## src/rtl/micros_timer.sv

```systemverilog
// micros_timer: programmable alarm against the free-running 32-bit
// microsecond count. It supports one-shot and drift-free periodic modes,
// a sticky EXPIRED flag, a one-cycle irq pulse and four CPU registers.
module micros_timer (
  input  logic        clk,
  input  logic        reset,
  input  logic [31:0] micros,
  input  logic        we,
  input  logic        re,
  input  logic [1:0]  addr,
  input  logic [31:0] wdata,
  output logic [31:0] rdata,
  output logic        irq,
  output logic        armed
);

  localparam logic [1:0] ADDR_INTERVAL  = 2'd0;
  localparam logic [1:0] ADDR_CTRL      = 2'd1;
  localparam logic [1:0] ADDR_STATUS    = 2'd2;
  localparam logic [1:0] ADDR_REMAINING = 2'd3;

  typedef enum logic {
    ST_IDLE  = 1'b0,
    ST_ARMED = 1'b1
  } state_e;

  state_e      state_q, state_d;
  logic [31:0] interval_q, interval_d;
  logic [31:0] target_q, target_d;
  logic [31:0] rdata_q, rdata_d;
  logic        periodic_q, periodic_d;
  logic        expired_q, expired_d;
  logic        irq_q, irq_d;

  logic        ctrl_wr;
  logic        interval_wr;
  logic        status_clr;
  logic [31:0] since_target;
  logic        reached;
  logic        reload;
  logic [31:0] remaining;
  logic [31:0] reg_rd;

  // Register write decode.
  assign ctrl_wr     = we && (addr == ADDR_CTRL);
  assign interval_wr = we && (addr == ADDR_INTERVAL);
  assign status_clr  = we && (addr == ADDR_STATUS) && wdata[0];

  // Wrap-safe deadline compare: the target counts as reached once the signed
  // distance micros - target is non-negative. This holds for intervals below 2^31.
  assign since_target = micros - target_q;
  assign reached      = (state_q == ST_ARMED) && !since_target[31];

  // A zero interval would reload onto the same target forever, so it
  // behaves as a one-shot even with PERIODIC set.
  assign reload = periodic_q && (interval_q != 32'd0);

  // Time left before the deadline (target - micros). It reads zero when
  // disarmed or once the deadline has been reached.
  assign remaining = ((state_q == ST_ARMED) && since_target[31])
                     ? (~since_target + 32'd1) : 32'd0;

  // Read mux. It uses only pre-edge state, so a simultaneous write is not
  // visible until a later read.
  always_comb begin
    reg_rd = 32'd0;
    case (addr)
      ADDR_INTERVAL:  reg_rd = interval_q;
      ADDR_CTRL:      reg_rd = {30'd0, periodic_q, (state_q == ST_ARMED)};
      ADDR_STATUS:    reg_rd = {31'd0, expired_q};
      ADDR_REMAINING: reg_rd = remaining;
      default:        reg_rd = 32'd0;
    endcase
  end

  // FSM next state: a CTRL write takes priority over reaching the deadline.
  // Expiry sets EXPIRED after any clear on the same edge.
  always_comb begin
    state_d   = state_q;
    target_d  = target_q;
    irq_d     = 1'b0;
    expired_d = expired_q;
    if (status_clr) begin
      expired_d = 1'b0;
    end
    case (state_q)
      ST_IDLE: begin
        if (ctrl_wr && wdata[0]) begin
          state_d  = ST_ARMED;
          target_d = micros + interval_q;
        end
      end
      ST_ARMED: begin
        if (ctrl_wr) begin
          if (wdata[0]) begin
            target_d = micros + interval_q;
          end else begin
            state_d = ST_IDLE;
          end
        end else if (reached) begin
          irq_d     = 1'b1;
          expired_d = 1'b1;
          if (reload) begin
            // Advance from the old target rather than from micros, so
            // periods never accumulate drift.
            target_d = target_q + interval_q;
          end else begin
            state_d = ST_IDLE;
          end
        end
      end
      default: begin
        state_d = ST_IDLE;
      end
    endcase
  end

  // Register-file next state: INTERVAL and PERIODIC writes, and read capture.
  always_comb begin
    interval_d = interval_q;
    periodic_d = periodic_q;
    rdata_d    = rdata_q;
    if (interval_wr) begin
      interval_d = wdata;
    end
    if (ctrl_wr) begin
      periodic_d = wdata[1];
    end
    if (re) begin
      rdata_d = reg_rd;
    end
  end

  // State and register update, with asynchronous active-low reset.
  always_ff @(posedge clk or negedge reset) begin
    if (!reset) begin
      state_q    <= ST_IDLE;
      interval_q <= 32'd0;
      target_q   <= 32'd0;
      rdata_q    <= 32'd0;
      periodic_q <= 1'b0;
      expired_q  <= 1'b0;
      irq_q      <= 1'b0;
    end else begin
      state_q    <= state_d;
      interval_q <= interval_d;
      target_q   <= target_d;
      rdata_q    <= rdata_d;
      periodic_q <= periodic_d;
      expired_q  <= expired_d;
      irq_q      <= irq_d;
    end
  end

  assign rdata = rdata_q;
  assign irq   = irq_q;
  assign armed = (state_q == ST_ARMED);

endmodule
```

## config.mk

```make
export PLATFORM = sky130hd
export DESIGN_NAME = micros_timer
export DESIGN_NICKNAME = d
export VERILOG_FILES = /design/src/rtl/micros_timer.sv
export SDC_FILE = /design/constraint.sdc
export NUM_CORES = 1
export LEC_CHECK = 0
export ABC_AREA = 1
export CAP_MARGIN = 10
export CORE_MARGIN = 2
export CORE_UTILIZATION = 25
export DETAILED_ROUTE_END_ITERATION = 8
export PLACE_DENSITY_LB_ADDON = 0.08
export RECOVER_POWER = 50
export SLEW_MARGIN = 20
export SYNTH_ARGS = -nofsm -noshare
export SYNTH_HDL_FRONTEND = slang
export SYNTH_SLANG_ARGS = --single-unit
```

## constraint.sdc

```tcl
create_clock -name clk -period 5.89 [get_ports clk]
set_clock_uncertainty 0.15 [all_clocks]
set_input_delay 0.8835 -clock clk [delete_from_list [all_inputs] [get_ports clk]]
set_output_delay 0.8835 -clock clk [all_outputs]
set_load 0.1 [all_outputs]
```

# --- Yosys cells after proc, flatten, opt, wreduce, memory -nomap -nowiden ---
# Index checks and enable logic that the tools add are counted.
word_totals:
  register_bits: 100
  inputBits: 70
op_classes:
  bitwise_logic: 2
  eq_ne: 7
  n_mux: 21
  n_reduce_logical: 12
  add_sub_neg: 4
op_table:
  columns: ["op", "count"]
  rows:
  - ["32-bit two-way mux", 6]
  - ["32-bit case mux with 4 select lines", 1]
  - ["32-bit adder", 2]
  - ["32-bit case mux with 2 select lines", 1]
  - ["32-bit by 1-bit adder with 32-bit output, second input constant", 1]
  - ["32-bit inverter", 1]
  - ["32-bit nonzero test", 1]
  - ["32-bit subtractor", 1]
  - ["1-bit two-way mux", 12]
  - ["1-bit logical AND", 8]
  - ["3-bit by 1-bit != test with 1-bit output, second input constant", 2]
  - ["2-bit == test, second input constant", 2]
  - ["4-bit AND reduction", 1]
  - ["3-bit != test, second input constant", 1]
  - ["2-bit by 1-bit == test with 1-bit output, second input constant", 1]
  - ["2-bit zero test", 1]
  - ["2-bit != test, second input constant", 1]
  - ["1-bit case mux with 2 select lines", 1]
  - ["1-bit zero test", 1]
  - ["1-bit inverter", 1]

# --- Depth between registers and ports, before layout ---
depth:
  ltp_word: 7
  depth_mapped: 22
  depth_no_buf: 21

# --- Worst setup path after synthesis ---
# OpenSTA, ideal clock, no wires.
synth_timing:
  path_type: "in2reg"
  from: "input port micros[0]"
  to: "register rdata_q[24], in the netlist rdata[24]"
  path_stages: 18
  slack_ps: 2600
  arrival_ps: 3062
  path_buffers: 0
  cell_sequence: "inv_1 ha_1 fa_1 ha_1 inv_1 nor2_1 nand3_2 nor2_4 nand3_4 nor2_8 nand3_4 nor2_8 nand2_4 nor2_4 nand2_1 nand2_1 nand3_1 a21oi_1"
synth_between:
  elab_chain_len: 5
  elab_cells_between_ends: 6
  cone_classes: "add/sub: 2; mux: 2; bitwise: 1; reduce/logical: 1"
synth_rtl:
  columns: ["element", "line", "rtl"]
  rows:
  - ["from (decl)", "7", "input logic [31:0] micros,"]
  - ["32-bit subtractor *", "51", "assign since_target = micros - target_q;"]
  - ["32-bit inverter", "61", "? (~since_target + 32'd1) : 32'd0;"]
  - ["32-bit by 1-bit adder with 32-bit output", "61", null]
  - ["32-bit two-way mux *", "61", null]
  - ["32-bit case mux with 4 select lines *", "67", "case (addr)"]
  - ["to (signal assigned)", "148", "rdata_q <= rdata_d;"]
  - ["to (decl)", "30", "logic [31:0] rdata_q, rdata_d;"]
# Every way passes the cells marked *; elsewhere a longest branch is shown, timed or not.
# A chain may end at the register's enable or synchronous reset.

==> flow_summary.ini <==
[timing]
setup_tns_ns = 0
maxSlewViolCount = 94
worst_slew_pin_slew_ns = 3.94
setup_ws_ns = 1.65
fin_crit_sh_pct = 72.0
relSlewSlack_pct = -163
hold_ws_ns = 0.343
hold_viol_final = 0
post-route-min-period_ns = 4.24
rsz0062_at_grt = false
max_freq_mhz = 236
finalSetupViolCount = 0

[clocking]
clockRootBuffer = clkbuf_16
cts_tree = built
cts_resized = 0
clk_latency_ns = 0.41
clockBufferDepth = 2
clock_sinks = 100
ctsHtreeMaxLevel = 3
tritoncts.num_buffers = 9
path_clk_slew_ns = 0.08
cts_setup_buffers = 0
ctsHoldBuffers = 0

[synthesis]
synth_area_mm2 = 0.0115
yosys_warnings = 0
netlist.area_leader.share_pct = 21.7
synth_cell_type_count = 50
synthCells = 1798
synthTopCellsByCount = nand2_1, inv_1, a21oi_1
synth_area_per_cell_um2 = 6.42
yosys-top-cells-area = dfrtp_1, nand2_1, ha_1
synth-seq-area-share_pct = 21.7
synth_largest_area_cell = dfrtp_1
ys_ff_latch = 100
syn-num-nets = 1965
synth_edf_count = 0
synthArstFlopShare_pct = 100
ys.flop_type = dfrtp_1
yosysMostFrequentCell = nand2_1

[drt]
firstDrtPassIters = 5
drc = 0
drt_iter0_drc = 892
vias_per_cell = 4.93
drt-total-wl_um = 51800
num_vias = 12307
antenna_left = 0
wl_per_cell_um = 20.7

[power]
finalPower_mw = 6.68
leakage_nw = 6.54
vdd_ir_drop_max_mv = 0.164
pwr_density_cell_mw_per_mm2 = 495

[place]
io_buffer_count = 103
finalWeightedCongestion = 0.906
dp_hpwl_um = 43300
dp.cells = 2481
place_ws_ns = 1.57

[worst_setup_path]
critical_path_depth = 1
end_kind = asynchronous set/reset pin
crit_family = buffers and inverters
arrival_ns = 3.70
required_ns = 5.35
slowest_stage = clkbuf_1
startpoint_type = input port
path_cells = clkbuf_1
cpPeakStageDelay_ns = 2.65
path_max_fanout = 58
reg2reg_depth = 13
path_buf_inv = 1
worstSetupPathType = input port to asynchronous set/reset pin

[die]
start_util_pct = 25.4
die_w_um = 219
die_h_um = 219
num_rows = 78
dieArea_mm2 = 0.0479
core_mm2 = 0.0455
ios = 104

[hold_path]
min_path_cells = 2
holdCritPathClass = register to register

[final_layout]
n_antenna_cell = 0
area_growth_pct = 17.0
multi_input_area_mm2 = 0.00796
nFillCells = 5130
finalNonFillerCells = 2497
layout-drive-gt1-share_pct = 8.38
nNetsFinal = 2059
layout.area.seq_mm2 = 0.00250

[global_routing]
grt_pass1_wl_um = 77200
grt_pass1_vias = 12097
grt_max_degree = 59
grt_overflow = 0
grt_use_total_pct = 22.0
antenna_found_initial = 1

[run_status]
failed_checks = max-capacitance violations, max-slew violations
status = finished with violations

[flow_run]
max-cap-violations = 2
-- report_power, final --
part | internal, mW | switching (mW)
registers | 0.870 | 0.295
logic | 1.54 | 3.34
clock network | 0.298 | 0.345
-- sequential cells by signal, summed over array words and instances (netlist names) --
name	count
armed	1
expired_q	1
interval_q	32
irq	1
periodic_q	1
rdata	32
target_q	32
-- cells in the final DEF, fill, tap and decap left out, types with 12 or more instances in the layout --
master	count
nor2_2	16
dfrtp_1	100
or2_2	13
xor2_1	15
clkdlybuf4s50_1	100
a21o_1	22
nand3_1	135
o21ai_0	102
inv_1	230
mux2_2	30
nand4_1	28
nand3b_1	13
ha_1	94
nand2_2	30
nor2_1	154
a21oi_1	180
nor4_1	12
a31oi_1	15
nand2_1	456
o21ai_1	13
nor3_1	22
-- metal layers --
layer	vias up	GRT usage (%)	wire length, um
li1	6174	-	-
met1	5765	29.4	23700
met2	320	37.7	24700
met3	48	2.45	2260
met4	0	5.63	1070
met5	-	0	0
-- final timing paths --
path,slack [ns],to,startpoint
max in group clk,1.99,rdata[31]$_DFFE_PN0P_,micros[0]
hold reg to reg,0.34,rdata[0]$_DFFE_PN0P_,rdata[0]$_DFFE_PN0P_
setup reg to reg,2.37,target_q[18]$_DFFE_PN0P_,interval_q[1]$_DFFE_PN0P_
hold / removal,0.34,rdata[0]$_DFFE_PN0P_,rdata[0]$_DFFE_PN0P_
setup / recovery,1.65,rdata[24]$_DFFE_PN0P_,reset
min in group asynchronous,1.63,target_q[4]$_DFFE_PN0P_,reset
-- cells by family (layout without fill, tap and decap cells) --
kind of cell | Yosys count | in the layout | share of synthesized area [%]
buffers and inverters | 270 | 369 | 9.37
multiplexers | 30 | 30 | 2.93
adder cells (fa/ha/maj) | 97 | 97 | 10.7
flip-flops | 100 | 100 | 21.7
AND/OR/NAND/NOR | 909 | 909 | 35.7
XOR/XNOR | 24 | 24 | 1.95
AO/OA/AOI/OAI | 368 | 368 | 17.7
-- per-stage QoR --
stage	area (um^2)	util, %
finish	13500	29.7
floorplan	11500	-
global placement	13200	29.0
CTS	13500	29.7
detailed placement	13200	29.1
global route	13500	29.7
-- cell type report --
class	instances	share of cell area, %
clock buffers	9	1.67
clock inverters	7	0.528
inverters	242	6.75
multi-input cells	1428	58.9
flip-flops and latches	100	18.5
well taps	600	5.56
repair buffers	111	8.03
No activity file was read; power rests on OpenSTA's default activity.
